<file path="config.mk">
export PLATFORM = sky130hd
export DESIGN_NAME = wb_queue_flat
export DESIGN_NICKNAME = d
export VERILOG_FILES = /design/src/rtl/wb_queue_if.sv /design/src/rtl/wb_queue.sv /design/src/flat_wrapper.sv
export SDC_FILE = /design/constraint.sdc
export NUM_CORES = 1
export LEC_CHECK = 0
export ABC_AREA = 0
export ABC_CLOCK_PERIOD_IN_PS = 5010
export BUFFER_PORTS_ARGS = -buffer_cell sky130_fd_sc_hd__buf_4
export CORE_ASPECT_RATIO = 1.5
export CORE_MARGIN = 5
export CORE_UTILIZATION = 34
export DETAILED_ROUTE_END_ITERATION = 7
export PLACE_DENSITY = 0.63
export SYNTH_ARGS = -nofsm -noshare
export SYNTH_HDL_FRONTEND = slang
export SYNTH_SLANG_ARGS = --single-unit
</file>
<file path="constraint.sdc">
create_clock -name clock -period 5.01 [get_ports clock]
set_input_delay 0.2505 -clock clock [delete_from_list [all_inputs] [get_ports clock]]
set_output_delay 0.2505 -clock clock [all_outputs]
set_load 0.02 [all_outputs]
</file>
<file path="src/rtl/wb_queue_if.sv">
// Write-back queue bus: producer push channel, register-file write port,
// and decode-stage hazard lookup. The forward-value signals exist only
// when WBQ_BYPASS_EN is defined.
interface wb_queue_if #(
    parameter int DEPTH = 4
);
    localparam int CNT_W = $clog2(DEPTH) + 1;

    // Producer push channel
    logic             in_valid;
    logic             in_ready;
    logic [4:0]       in_addr;
    logic             in_link;
    logic [31:0]      in_data;

    // Register-file write port
    logic             rf_we;
    logic [4:0]       rf_addr;
    logic [31:0]      rf_data;
    logic             rf_stall;

    // Decode-stage hazard lookup
    logic [4:0]       rs;
    logic [4:0]       rt;
    logic             rs_pending;
    logic             rt_pending;
`ifdef WBQ_BYPASS_EN
    logic [31:0]      rs_fwd;
    logic [31:0]      rt_fwd;
`endif

    logic [CNT_W-1:0] count;

`ifdef WBQ_BYPASS_EN
    modport master (
        output in_valid, in_addr, in_link, in_data, rf_stall, rs, rt,
        input  in_ready, rf_we, rf_addr, rf_data, rs_pending, rt_pending,
               rs_fwd, rt_fwd, count
    );
    modport slave (
        input  in_valid, in_addr, in_link, in_data, rf_stall, rs, rt,
        output in_ready, rf_we, rf_addr, rf_data, rs_pending, rt_pending,
               rs_fwd, rt_fwd, count
    );
`else
    modport master (
        output in_valid, in_addr, in_link, in_data, rf_stall, rs, rt,
        input  in_ready, rf_we, rf_addr, rf_data, rs_pending, rt_pending, count
    );
    modport slave (
        input  in_valid, in_addr, in_link, in_data, rf_stall, rs, rt,
        output in_ready, rf_we, rf_addr, rf_data, rs_pending, rt_pending, count
    );
`endif
endinterface

</file>
<file path="src/rtl/wb_queue.sv">
// wb_queue: in-order write-back queue between a result producer and the
// register-file write port, with decode-stage pending-write lookup.
// Optional feature macro: WBQ_BYPASS_EN adds youngest-match data forwarding
// on rs_fwd/rt_fwd; without it the consumer stalls on the pending flags.
module wb_queue #(
    parameter int         DEPTH          = 4,
    parameter logic [4:0] RETURN_ADDRESS = 5'd31
) (
    input logic       clock,
    input logic       reset,
    wb_queue_if.slave bus
);
    localparam int PTR_W = $clog2(DEPTH);
    localparam int CNT_W = PTR_W + 1;

    logic [4:0]       addr_mem_q [DEPTH];
    logic [31:0]      data_mem_q [DEPTH];
    logic [DEPTH-1:0] valid_q, valid_d;
    logic [PTR_W-1:0] rd_ptr_q, rd_ptr_d;
    logic [PTR_W-1:0] wr_ptr_q, wr_ptr_d;
    logic [CNT_W-1:0] count_q, count_d;

    logic [4:0]       eff_addr;
    logic             push;
    logic             store;
    logic             pop;
    logic [PTR_W-1:0] idx;
    logic             live;

    // Link results always target the return-address register.
    assign eff_addr    = bus.in_link ? RETURN_ADDRESS : bus.in_addr;
    assign bus.in_ready = (count_q != CNT_W'(DEPTH));
    assign push        = bus.in_valid && bus.in_ready;
    // Writes to register 0 are accepted and discarded.
    assign store       = push && (eff_addr != 5'd0);
    assign bus.rf_we   = (count_q != '0);
    assign pop         = bus.rf_we && !bus.rf_stall;
    assign bus.rf_addr = bus.rf_we ? addr_mem_q[rd_ptr_q] : 5'd0;
    assign bus.rf_data = bus.rf_we ? data_mem_q[rd_ptr_q] : 32'd0;
    assign bus.count   = count_q;

    // Next-state for pointers, per-entry valid bits and occupancy count.
    always_comb begin
        // NOTE: every variable gets its default before any branch so no latch is inferred.
        valid_d  = valid_q;
        rd_ptr_d = rd_ptr_q;
        wr_ptr_d = wr_ptr_q;
        count_d  = count_q;
        if (pop) begin
            valid_d[rd_ptr_q] = 1'b0;
            rd_ptr_d          = rd_ptr_q + PTR_W'(1);
        end
        if (store) begin
            valid_d[wr_ptr_q] = 1'b1;
            wr_ptr_d          = wr_ptr_q + PTR_W'(1);
        end
        case ({store, pop})
            2'b10:   count_d = count_q + CNT_W'(1);
            2'b01:   count_d = count_q - CNT_W'(1);
            default: count_d = count_q;
        endcase
    end

    // Control state register; reset drops every queued entry at once.
    always_ff @(posedge clock or posedge reset) begin
        // NOTE: sequential state uses non-blocking assignments only.
        if (reset) begin
            valid_q  <= '0;
            rd_ptr_q <= '0;
            wr_ptr_q <= '0;
            count_q  <= '0;
        end else begin
            valid_q  <= valid_d;
            rd_ptr_q <= rd_ptr_d;
            wr_ptr_q <= wr_ptr_d;
            count_q  <= count_d;
        end
    end

    // Entry storage written on a storing push.
    always_ff @(posedge clock) begin
        // NOTE: payload storage is not reset; the valid bits alone decide what is live.
        if (store) begin
            addr_mem_q[wr_ptr_q] <= eff_addr;
            data_mem_q[wr_ptr_q] <= bus.in_data;
        end
    end

    // Hazard lookup, scanning oldest to youngest so the last hit is the youngest.
    always_comb begin
        bus.rs_pending = 1'b0;
        bus.rt_pending = 1'b0;
`ifdef WBQ_BYPASS_EN
        bus.rs_fwd     = 32'd0;
        bus.rt_fwd     = 32'd0;
`endif
        idx  = '0;
        live = 1'b0;
        for (int i = 0; i < DEPTH; i++) begin
            idx  = rd_ptr_q + PTR_W'(i);
            // The head leaving this cycle no longer holds a pending write.
            live = valid_q[idx] && !(pop && (idx == rd_ptr_q));
            if (live && (bus.rs != 5'd0) && (addr_mem_q[idx] == bus.rs)) begin
                bus.rs_pending = 1'b1;
`ifdef WBQ_BYPASS_EN
                bus.rs_fwd     = data_mem_q[idx];
`endif
            end
            if (live && (bus.rt != 5'd0) && (addr_mem_q[idx] == bus.rt)) begin
                bus.rt_pending = 1'b1;
`ifdef WBQ_BYPASS_EN
                bus.rt_fwd     = data_mem_q[idx];
`endif
            end
        end
    end
endmodule
</file>
<file path="src/flat_wrapper.sv">
// flat-port wrapper written by rule: the top's interface ports become plain ports
module wb_queue_flat 
#(
    parameter int         DEPTH          = 4,
    parameter logic [4:0] RETURN_ADDRESS = 5'd31
)
  (clock, reset, bus_in_valid, bus_in_addr, bus_in_link, bus_in_data, bus_rf_stall, bus_rs, bus_rt, bus_in_ready, bus_rf_we, bus_rf_addr, bus_rf_data, bus_rs_pending, bus_rt_pending, bus_count);
  wb_queue_if #(.DEPTH(DEPTH)) bus_i ();
  input logic clock;
  input logic reset;
  input wire logic [$bits(bus_i.in_valid)-1:0] bus_in_valid;
  input wire logic [$bits(bus_i.in_addr)-1:0] bus_in_addr;
  input wire logic [$bits(bus_i.in_link)-1:0] bus_in_link;
  input wire logic [$bits(bus_i.in_data)-1:0] bus_in_data;
  input wire logic [$bits(bus_i.rf_stall)-1:0] bus_rf_stall;
  input wire logic [$bits(bus_i.rs)-1:0] bus_rs;
  input wire logic [$bits(bus_i.rt)-1:0] bus_rt;
  output wire logic [$bits(bus_i.in_ready)-1:0] bus_in_ready;
  output wire logic [$bits(bus_i.rf_we)-1:0] bus_rf_we;
  output wire logic [$bits(bus_i.rf_addr)-1:0] bus_rf_addr;
  output wire logic [$bits(bus_i.rf_data)-1:0] bus_rf_data;
  output wire logic [$bits(bus_i.rs_pending)-1:0] bus_rs_pending;
  output wire logic [$bits(bus_i.rt_pending)-1:0] bus_rt_pending;
  output wire logic [$bits(bus_i.count)-1:0] bus_count;
  assign bus_i.in_valid = bus_in_valid;
  assign bus_i.in_addr = bus_in_addr;
  assign bus_i.in_link = bus_in_link;
  assign bus_i.in_data = bus_in_data;
  assign bus_i.rf_stall = bus_rf_stall;
  assign bus_i.rs = bus_rs;
  assign bus_i.rt = bus_rt;
  assign bus_in_ready = bus_i.in_ready;
  assign bus_rf_we = bus_i.rf_we;
  assign bus_rf_addr = bus_i.rf_addr;
  assign bus_rf_data = bus_i.rf_data;
  assign bus_rs_pending = bus_i.rs_pending;
  assign bus_rt_pending = bus_i.rt_pending;
  assign bus_count = bus_i.count;
  wb_queue #(.DEPTH(DEPTH), .RETURN_ADDRESS(RETURN_ADDRESS)) u_core (.clock(clock), .reset(reset), .bus(bus_i));
endmodule
</file>
==> results_tabular.tex <==
\begin{tabular}{lr}
\hline
Metric & Value \\
\hline
\multicolumn{2}{l}{\textbf{Yosys}} \\
Cells taking the most area after synthesis & edfxtp\_1 61\%, mux4\_2 16\%, xor2\_1 4.4\% \\
Simple logic cell fraction of the synthesized area & 6.607\% \\
Unique masters post-synth & 28 \\
\#FFs+latches synth & 159 \\
Adder-cell share of the synthesized area & 1.833\% \\
Largest area contributor in the netlist & edfxtp\_1 \\
Fraction of the mapped netlist area in compound gates & 0.7610\% \\
Synthesized instance count & 398 \\
Combinational family with the most area after synthesis & multiplexers \\
Synthesized area & 7234 sq um \\
YS warnings & 0 \\
Top-area cell type share of the netlist area & 61.43\% \\
Fraction of the yosys area taken by sequential cells & 65.24\% \\
Net count of the mapped netlist & 460 \\
Synth Area in XOR/XNOR & 5.448\% \\
Mean Syn Cell Area & 18.18 sq um \\
Post-synthesis mux area share & 17.73\% \\
\multicolumn{2}{l}{\textbf{Placed design}} \\
HPWL after detailed placement & 9899 um \\
Weighted congestion at the end of routability-driven global placement & 0.9841 \\
Number of input and output port buffers inserted & 95 \\
Number of cells after detailed placement & 738 \\
Area after DPL & 8185 sq um \\
\multicolumn{2}{l}{\textbf{Power and ir drop}} \\
IR drop worst, VDD & 0.2842 mV \\
Total power of the final layout & 5.780 mW \\
Reported leakage power & 3.106 nW \\
Total power per unit cell area & 656.4 nW/um\^{}2 \\
\multicolumn{2}{l}{\textbf{STA}} \\
Final setup skew & 10.63 ps \\
Pins Over Slew Limit & 0 \\
Unrepaired setup endpoints after global routing & no \\
Endpoints failing hold & 0 \\
Final period utilization & 67.93\% \\
Maximum clock rate & 293.8 MHz \\
Total setup violations reported at the end of the flow & 0 \\
Slew Limit Headroom & 26.85\% \\
Slew @ Worst Pin & 1097 ps \\
Post-route setup TNS & 0 ps \\
Fin crit period & 3403 ps \\
\multicolumn{2}{l}{\textbf{Final layout}} \\
Utilization after layout & 41.96\% \\
Final Net Count & 552 \\
Final Instance Count excl. Fillers & 771 \\
Antenna Cells & 0 \\
Commonest non-fill, non-tap cells in the layout & 148 x edfxtp\_1, 98 x buf\_4, 53 x mux4\_2 \\
Final Cell Area & 8805 sq um \\
Fraction of final layout cells with drive strength greater than 1 & 38.37\% \\
Area added between synthesis and finish & 21.71\% \\
\# fillers & 1886 \\
Most common cell after layout, fill and taps aside & edfxtp\_1 \\
\multicolumn{2}{l}{\textbf{Run}} \\
Max-cap violation count & 0 \\
\multicolumn{2}{l}{\textbf{CTS}} \\
CTS Buffer Depth & 2 \\
Number of resized instances in the post-cts repair step & 0 \\
Clock Pin Slew Worst Setup and Hold Paths & 70 ps \\
Clk Latency, worst-skew pair & 420 ps \\
Clock Sink Count & 159 \\
Clock tree from TritonCTS & yes \\
Clock Root Buffer & clkbuf\_16 \\
Number of buffers inserted during clock tree synthesis & 17 \\
Clock H-tree levels & 4 \\
\multicolumn{2}{l}{\textbf{Routing}} \\
Violation count after the first detailed-routing iteration & 268 \\
Drt via density & 4.991 \\
Vias after detailed routing & 3848 \\
Mean routed wirelength per cell & 19.77 um \\
Remaining antenna violation count after routing & 0 \\
Remaining DRCs & 0 \\
Post-Route WL & 15240 um \\
Detailed Routing Iterations Pass 1 & 4 \\
\multicolumn{2}{l}{\textbf{Worst setup path}} \\
Critical Path, Cell by Cell & buf\_4, mux4\_2, xor2\_1, nor4\_1, nand3\_1, nand4\_1, buf\_4 \\
Worst Path Required & 4760 ps \\
Arrival time at the worst endpoint & 3150 ps \\
Cell with the biggest individual delay on the critical path & buf\_4 \\
Critical-path maximum fanout & 58 \\
Most frequent cell on the critical path & buf\_4 \\
Critical Path Source Type & register \\
Worst R2R Setup Slack & 2410 ps \\
Startpoint-to-endpoint class of the critical path & register to output port \\
Peak per-stage delay on the critical path & 800 ps \\
Critical path endpoint category & output port \\
\multicolumn{2}{l}{\textbf{Floorplan}} \\
Die Span Y & 188.7 um \\
Core region area & 20980 sq um \\
Number of top-level pins & 96 \\
Initial standard-cell utilization of the core & 34.48\% \\
Die X & 129.1 um \\
Floorplan row count & 65 \\
Die footprint & 24350 sq um \\
\multicolumn{2}{l}{\textbf{Run status}} \\
Result of the run & finished clean \\
\multicolumn{2}{l}{\textbf{Global routing}} \\
Wire length of the first global-routing pass & 23920 um \\
Number of antenna violations at the first check in global routing & 0 \\
Global routing usage summed across all routing layers & 13.03\% \\
Maximum number of pins on one net before global-route repair & 59 \\
Total global routing overflow & 0 \\
Number of global-route vias before repair & 4379 \\
\multicolumn{2}{l}{\textbf{Worst hold path}} \\
Worst Hold Class & input pin to register \\
\hline
\end{tabular}
[final timing paths]
check,start,cells after the start,endpoint
max,u_core.rd_ptr_q[0],7,bus_rt_pending
min in group asynchronous,reset,3,u_core.bus.count[0]
min,bus_in_data[19],1,u_core.data_mem_q[1][19]
max reg2reg,u_core.bus.count[0],9,u_core.bus.count[2]
max in group asynchronous,reset,3,u_core.rd_ptr_q[0]
min reg2reg,u_core.valid_q[0],1,u_core.valid_q[0]
[per-layer routing]
layer / vias to the layer above / wire (um) / GRT usage (%)
met2: 91 / 8679 / 24.28
met3: 26 / 698 / 3.318
li1: 1736 / - / -
met4: 0 / 367 / 5.376
met1: 1995 / 5493 / 13.59
met5: - / 0 / 0
[registers in the layout, summed over array words and instances, names as in the netlist]
register and flops:
u_core.data_mem_q 128, u_core.rd_ptr_q 2, u_core.addr_mem_q 20, u_core.valid_q 4, u_core.bus.count 3, u_core.wr_ptr_q 2
[stage by stage]
step	hold slack, ps	setup slack, ps
final	29.73	1607
after global routing	9.375	1341
after CTS	14.06	1513
after detailed placement	273.0	1956
after global placement	274.9	1995
after floorplan	102.9	1751
[critical path: cells and delay by family, from the launching register on]
| family | cells | cell delay (ps) |
|---|---|---|
| xor gates and xnor gates | 1 | 170 |
| buffers and inverters | 2 | 940 |
| DFF | 1 | 400 |
| muxes | 1 | 670 |
| and+or+nand+nor | 3 | 550 |
[final cells by class]
class	count	area [sq um]	share of cell area (%)
clock inverter	13	176.4	2.004
multi-input combinational	203	2352	26.72
sequential	159	4725	53.66
timing repair buffer	99	745.7	8.470
inverter	10	37.54	0.4263
tap	268	335.3	3.808
clock buffer	19	432.9	4.917
[power breakdown]
group          switching [mW]  internal, mW
combinational            1.40          1.18
sequential              0.102          1.77
clock                   0.533         0.796
[logic make-up after synthesis]
| family | Yosys count |
|---|---|
| AOI/OAI and AO/OA | 8 |
| xor gates and xnor gates | 45 |
| adders and majority gates | 10 |
| buffers and inverters | 36 |
| DFF | 159 |
| muxes | 57 |
| and+or+nand+nor | 83 |
[what timing repair did]
item,4_1_cts,5_1_grt
hold buffers,1,0
setup buffers,0,0
hold endpoints to repair,11,0
setup endpoints to repair,0,0
[synthesized netlist by cell type, drive strengths merged]
cell type / n
or2: 5
nor4: 8
o21ai: 3
mux2i: 1
o211a: 1
or4: 1
nand2: 8
nor3: 3
and2: 4
inv: 10
mux4: 56
ha: 9
nor2: 6
dfrtp: 11
fa: 1
nand4: 8
nor2b: 37
edfxtp: 148
xor2: 36
clkbuf: 16
buf: 10
a21o: 4
xnor2: 9
nand3: 3
(Power assumes the default switching activity.)
